### config.mk
export PLATFORM = sky130hd
export DESIGN_NAME = ddr_cmd_sequencer
export DESIGN_NICKNAME = d
export VERILOG_FILES = /design/src/rtl/ddr_cmd_sequencer.sv
export SDC_FILE = /design/constraint.sdc
export NUM_CORES = 1
export LEC_CHECK = 0
export BUFFER_PORTS_ARGS = -buffer_cell sky130_fd_sc_hd__buf_4
export CAP_MARGIN = 10
export CORE_ASPECT_RATIO = 2
export CORE_MARGIN = 2
export CORE_UTILIZATION = 49
export CTS_BUF_LIST = sky130_fd_sc_hd__clkbuf_8
export CTS_CLUSTER_SIZE = 14
export DETAILED_ROUTE_END_ITERATION = 7
export GPL_TIMING_DRIVEN = 0
export HOLD_SLACK_MARGIN = 0.03
export PLACE_DENSITY_LB_ADDON = 0.2
export SYNTH_ARGS = -nofsm -noshare
export SYNTH_HDL_FRONTEND = slang
export SYNTH_SLANG_ARGS = --single-unit
export TNS_END_PERCENT = 100
### constraint.sdc
create_clock -name Clk -period 2.2 [get_ports Clk]
set_input_delay 0.66 -clock Clk [delete_from_list [all_inputs] [get_ports Clk]]
set_output_delay 0.66 -clock Clk [all_outputs]
set_load 0.005 [all_outputs]
### src/rtl/ddr_cmd_sequencer.sv
// DDR SDRAM command sequencer: power-up init, closed-page ACT -> RD/WR -> PRE trains
// and periodic auto-refresh, with every command gap timed by one shared wait counter.
module ddr_cmd_sequencer #(
    parameter int unsigned      ROW_W       = 13,
    parameter int unsigned      COL_W       = 10,
    parameter int unsigned      BANK_W      = 2,
    parameter int unsigned      T_RCD       = 3,
    parameter int unsigned      T_RP        = 3,
    parameter int unsigned      T_RW2PRE    = 4,
    parameter int unsigned      T_RFC       = 10,
    parameter int unsigned      T_MRD       = 2,
    parameter int unsigned      T_REFI      = 200,
    parameter int unsigned      INIT_CYCLES = 20,
    parameter logic [ROW_W-1:0] MODE_REG    = 13'h0031
) (
    input  logic              Clk,
    input  logic              Rst_n,
    input  logic              Req_Valid,
    output logic              Req_Ready,
    input  logic              Req_Write,
    input  logic [BANK_W-1:0] Req_Bank,
    input  logic [ROW_W-1:0]  Req_Row,
    input  logic [COL_W-1:0]  Req_Col,
    output logic [3:0]        Cmd,
    output logic [BANK_W-1:0] Ba,
    output logic [ROW_W-1:0]  Addr,
    output logic              Init_Done,
    output logic              Ref_Overrun
);

    function automatic int unsigned max2(input int unsigned a, input int unsigned b);
        return (a > b) ? a : b;
    endfunction

    localparam int unsigned WAIT_MAX = max2(INIT_CYCLES, max2(max2(T_RCD, T_RP),
                                       max2(max2(T_RW2PRE, T_RFC), T_MRD)));
    localparam int unsigned WAIT_W   = $clog2(WAIT_MAX + 1);
    localparam int unsigned REF_W    = (T_REFI > 1) ? $clog2(T_REFI) : 1;
    localparam int unsigned AP_BIT   = 10;

    typedef enum logic [3:0] {
        CMD_MRS = 4'b0000,
        CMD_REF = 4'b0001,
        CMD_PRE = 4'b0010,
        CMD_ACT = 4'b0011,
        CMD_WR  = 4'b0100,
        CMD_RD  = 4'b0101,
        CMD_NOP = 4'b0111
    } cmd_e;

    // Each state names the last command issued; the wait counter holds off the next one.
    typedef enum logic [3:0] {
        S_INIT_WAIT,
        S_INIT_PRE,
        S_INIT_MRS,
        S_INIT_REF1,
        S_INIT_REF2,
        S_IDLE,
        S_ACT,
        S_RW,
        S_PRE,
        S_REF
    } state_e;

    state_e              state_q, state_d;
    logic [WAIT_W-1:0]   wait_q, wait_d;
    cmd_e                cmd_q, cmd_d;
    logic [BANK_W-1:0]   ba_q, ba_d;
    logic [ROW_W-1:0]    addr_q, addr_d;
    logic                init_done_q, init_done_d;
    logic [BANK_W-1:0]   bank_q, bank_d;
    logic [COL_W-1:0]    col_q, col_d;
    logic                write_q, write_d;
    logic [REF_W-1:0]    ref_cnt_q, ref_cnt_d;
    logic                ref_pending_q, ref_pending_d;
    logic                ref_overrun_q, ref_overrun_d;
    logic                timer_done;
    logic                ref_issue;
    logic                ref_wrap;

    // NOTE: every signal gets a default before the case so no path leaves one unassigned (no latches).
    always_comb begin
        state_d     = state_q;
        wait_d      = wait_q;
        cmd_d       = CMD_NOP;
        ba_d        = '0;
        addr_d      = '0;
        init_done_d = init_done_q;
        bank_d      = bank_q;
        col_d       = col_q;
        write_d     = write_q;
        ref_issue   = 1'b0;
        timer_done  = (wait_q == '0);

        if (!timer_done) begin
            wait_d = wait_q - WAIT_W'(1);
        end

        unique case (state_q)
            S_INIT_WAIT: if (timer_done) begin
                cmd_d          = CMD_PRE;
                addr_d[AP_BIT] = 1'b1;
                wait_d         = WAIT_W'(T_RP - 1);
                state_d        = S_INIT_PRE;
            end
            S_INIT_PRE: if (timer_done) begin
                cmd_d   = CMD_MRS;
                addr_d  = MODE_REG;
                wait_d  = WAIT_W'(T_MRD - 1);
                state_d = S_INIT_MRS;
            end
            S_INIT_MRS: if (timer_done) begin
                cmd_d   = CMD_REF;
                wait_d  = WAIT_W'(T_RFC - 1);
                state_d = S_INIT_REF1;
            end
            S_INIT_REF1: if (timer_done) begin
                cmd_d   = CMD_REF;
                wait_d  = WAIT_W'(T_RFC - 1);
                state_d = S_INIT_REF2;
            end
            S_INIT_REF2: if (timer_done) begin
                init_done_d = 1'b1;
                state_d     = S_IDLE;
            end
            S_IDLE: begin
                // A pending refresh wins; Req_Ready is low whenever one is pending.
                if (ref_pending_q) begin
                    cmd_d     = CMD_REF;
                    ref_issue = 1'b1;
                    wait_d    = WAIT_W'(T_RFC - 1);
                    state_d   = S_REF;
                end else if (Req_Valid) begin
                    cmd_d   = CMD_ACT;
                    ba_d    = Req_Bank;
                    addr_d  = Req_Row;
                    bank_d  = Req_Bank;
                    col_d   = Req_Col;
                    write_d = Req_Write;
                    wait_d  = WAIT_W'(T_RCD - 1);
                    state_d = S_ACT;
                end
            end
            S_ACT: if (timer_done) begin
                cmd_d               = write_q ? CMD_WR : CMD_RD;
                ba_d                = bank_q;
                addr_d[COL_W-1:0]   = col_q;
                wait_d              = WAIT_W'(T_RW2PRE - 1);
                state_d             = S_RW;
            end
            S_RW: if (timer_done) begin
                cmd_d   = CMD_PRE;
                ba_d    = bank_q;
                wait_d  = WAIT_W'(T_RP - 1);
                state_d = S_PRE;
            end
            S_PRE: if (timer_done) begin
                state_d = S_IDLE;
            end
            S_REF: if (timer_done) begin
                state_d = S_IDLE;
            end
            default: state_d = S_INIT_WAIT;
        endcase
    end

    // Refresh interval timer runs only once init has finished.
    always_comb begin
        ref_wrap      = init_done_q && (ref_cnt_q == REF_W'(T_REFI - 1));
        ref_cnt_d     = ref_cnt_q;
        ref_pending_d = ref_pending_q;
        ref_overrun_d = ref_overrun_q | (ref_wrap & ref_pending_q);
        if (init_done_q) begin
            ref_cnt_d = ref_wrap ? '0 : ref_cnt_q + REF_W'(1);
        end
        if (ref_wrap) begin
            ref_pending_d = 1'b1;
        end else if (ref_issue) begin
            ref_pending_d = 1'b0;
        end
    end

    // NOTE: state registers use non-blocking assignments so all flops update from pre-edge values.
    always_ff @(posedge Clk or negedge Rst_n) begin
        if (!Rst_n) begin
            state_q       <= S_INIT_WAIT;
            wait_q        <= WAIT_W'(INIT_CYCLES);
            cmd_q         <= CMD_NOP;
            ba_q          <= '0;
            addr_q        <= '0;
            init_done_q   <= 1'b0;
            bank_q        <= '0;
            col_q         <= '0;
            write_q       <= 1'b0;
            ref_cnt_q     <= '0;
            ref_pending_q <= 1'b0;
            ref_overrun_q <= 1'b0;
        end else begin
            state_q       <= state_d;
            wait_q        <= wait_d;
            cmd_q         <= cmd_d;
            ba_q          <= ba_d;
            addr_q        <= addr_d;
            init_done_q   <= init_done_d;
            bank_q        <= bank_d;
            col_q         <= col_d;
            write_q       <= write_d;
            ref_cnt_q     <= ref_cnt_d;
            ref_pending_q <= ref_pending_d;
            ref_overrun_q <= ref_overrun_d;
        end
    end

    assign Req_Ready   = (state_q == S_IDLE) && !ref_pending_q;
    assign Cmd         = cmd_q;
    assign Ba          = ba_q;
    assign Addr        = addr_q;
    assign Init_Done   = init_done_q;
    assign Ref_Overrun = ref_overrun_q;

endmodule

==> run summary <==
Least-Margin Pin Slew -> 0.624 ns
max cap viols -> 0
num ports -> 51
pre-CTS WS -> -0.292 ns
dpl cells -> 310
Routed WL per cell -> 15.2 um
maximum VDD drop -> 0.000638 V
CTS root buf -> clkbuf_8
Synth top area share -> 0.481
utilization after layout -> 0.640
1st-iter DRT viols -> 32
Ant. Diodes -> 0
Synth cell types -> 50
multi-input logic area -> 1050 um^2
fraction of registers with async set/reset -> 1.00
most frequent cells in the layout -> 59 x buf_4, 46 x dfrtp_1, 21 x nor2_1
layout cells sized above 1 -> 0.409
Worst Hold Class -> in2async
first-pass iteration count of the detailed router -> 4
Slew HR -> 0.581
Layout area overhead -> 27.7%
YS warnings -> 0
CTS buffer count -> 5
CTS clock-pin slew for the worst setup and hold paths -> 0.09 ns
row count -> 36
Buffers on Ports -> 49
Fillers -> 392
clock buffer depth -> 2
Yosys top cell by area -> dfrtp_1
WL final -> 4970 um
PnR worst setup slack -> 0.0948 ns
CP Capture Type -> flop
critical path required time -> 2.39 ns
PwrDens -> 1060 nW/um^2
#FFs+latches synth -> 51
TritonCTS sink count -> 51
core box area -> 4770 um^2
Cell Area, Synth -> 2390 um^2
register area share after synthesis -> 0.536
Syn Nets -> 237
Die ar. -> 5490 um^2
Synth area leaders -> dfrtp_1 48%, mux2_2 8.0%, dfstp_2 5.5%
number of global-route vias before repair -> 1801
Synth Area per Inst -> 11.7 um^2
ys flop type -> dfrtp_1
minimum clock period -> 2.11 ns
Critical path origin -> wait_q[1]$_DFF_PN0_
via/cell ratio -> 5.56
Post-synth EDFFs -> 0
type of the worst setup path -> reg2reg
vias post-DR -> 1811
RSZ-0062 raised after global routing -> yes
leakage power -> 1.49 nW
Startpoint Class -> flop
GRT Overall Usage -> 0.197
Hold Fails Final Rpt -> 0
Chip Width -> 53.4 um
Syn Inst Count -> 204
gp weighted congestion -> 0.924
first-pass GRT wire length -> 8020 um
Residual DRC -> 0
crit-path max FO -> 11
dpl cell area -> 2840 um^2
design area -> 3060 um^2
Post-DRT Antenna Nets -> 0
nets -> 301
status -> finished, final reports clean
Slew Limit Fails -> 0
latest clock arrival within the worst-skew pair -> 0.30 ns
Post-Route Skew -> 0.00881 ns
antenna violations before repair -> 0
CTS tree -> built
DIE HEIGHT -> 103 um
CP arrival -> 2.29 ns
commonest non-fill, non-tap cell in the layout -> buf_4
largest net degree at the start of global routing -> 52
Seq. cell area -> 1280 um^2
fmax -> 0.475 GHz
Initial Utilization -> 0.501
fin cells -> 326
Worst R2R Start -> wait_q[1]$_DFF_PN0_
final setup fails -> 0
crit share post-route -> 0.957
Tot Pwr -> 0.00324 W
GRT overflow -> 0
hpwl dp -> 3380 um
htree depth -> 2
## worst paths after layout
| path | cells past startpoint | endpoint | slack, ns |
|---|---|---|---|
| worst max-delay path | 10 | wait_q[0]$_DFF_PN0_ | 0.09 |
| worst min-delay path | 1 | state_q[3]$_DFFE_PN0P_ | 0.37 |
| worst max register to register | 10 | wait_q[0]$_DFF_PN0_ | 0.09 |
| worst min register to register | 1 | Ref_Overrun$_DFF_PN0_ | 0.48 |
| max in group asynchronous | 1 | ref_cnt_q[1]$_DFFE_PN0P_ | 1.42 |
| min in group Clk | 1 | Ref_Overrun$_DFF_PN0_ | 0.48 |
## cell usage after synthesis (2+ instances only)
| cell type | count |
|---|---|
| a21o_1 | 3 |
| a21oi_1 | 8 |
| a221o_1 | 3 |
| a22o_1 | 8 |
| a32o_1 | 2 |
| and2_1 | 2 |
| buf_2 | 6 |
| buf_4 | 2 |
| clkbuf_1 | 4 |
| dfrtp_1 | 46 |
| dfstp_2 | 5 |
| ha_1 | 4 |
| inv_1 | 6 |
| mux2_2 | 17 |
| mux2i_1 | 3 |
| nand2_1 | 9 |
| nand2b_1 | 2 |
| nand3_1 | 2 |
| nor2_1 | 21 |
| nor2b_1 | 3 |
| nor3_1 | 5 |
| nor3_2 | 4 |
| nor4_4 | 2 |
| o21ai_0 | 6 |
| xnor2_1 | 5 |
| xor2_1 | 2 |
## final cells by class
class | instances | area share
buffer | 12 | 0.0246
clock buffer | 5 | 0.0225
clock inverter | 3 | 0.0156
inverter | 7 | 0.00942
multi-input combinational | 134 | 0.345
sequential | 51 | 0.420
tap | 57 | 0.0233
timing repair buffer | 57 | 0.140
## layer usage
layer | vias up | wire, um | share of wire | global-route usage
li1 | 857 | - | - | -
met1 | 902 | 2070 | 0.42 | 0.252
met2 | 46 | 2570 | 0.52 | 0.310
met3 | 6 | 256 | 0.052 | 0.0507
met4 | 0 | 72 | 0.015 | 0.0848
met5 | - | 0 | 0 | 0
## flip-flops by register name (all words and copies together), names as in the netlist
name and flops:
ref_pending_q 1, state_q 4, wait_q 5, col_q 10, Ref_Overrun 1, ref_cnt_q 8, bank_q 2, Cmd 3
Addr 13, write_q 1, Ba 2, Init_Done 1
## report_power, final
group / internal, W / switching [W]
combinational: 0.000625 / 0.000600
sequential: 0.00119 / 0.000162
clock: 0.000345 / 0.000318
total: 0.00216 / 0.00108
## timing repair
action,in CTS,in global routing
hold buffers,0,0
setup endpoints to repair,2,2
pin swaps,1,0
resized for setup,3,6
buffers inserted,1,7
## cells by family after synthesis
kind of cell / count (synthesis) / synth area share
fa+ha+maj: 4 / 0.0209
simple gates: 58 / 0.147
other cells: 1 / 0.00157
flops: 51 / 0.536
xor+xnor: 7 / 0.0256
compound gates: 44 / 0.140
mux: 20 / 0.0925
buf+inv: 19 / 0.0371
## critical path: stages, from the launching register on
cell and delay (ns):
dfrtp_1 0.42, inv_2 0.08, ha_4 0.14, nor4b_4 0.29
inv_4 0.10, buf_12 0.16, ha_2 0.18, mux2_2 0.26
mux2i_1 0.14, a211o_1 0.14, o21ai_0 0.07
## metrics by stage
| stage | hold WS [ns] | setup TNS [ns] |
|---|---|---|
| 2_1_floorplan | 0.364 | 0 |
| 4_1_cts | 0.384 | 0 |
| 5_1_grt | 0.421 | -0.0317 |
| 6_report | 0.367 | 0 |
| 3_3_place_gp | 0.442 | -0.256 |
| 3_5_place_dp | 0.471 | -0.292 |
No activity file was read; power rests on OpenSTA's default activity.
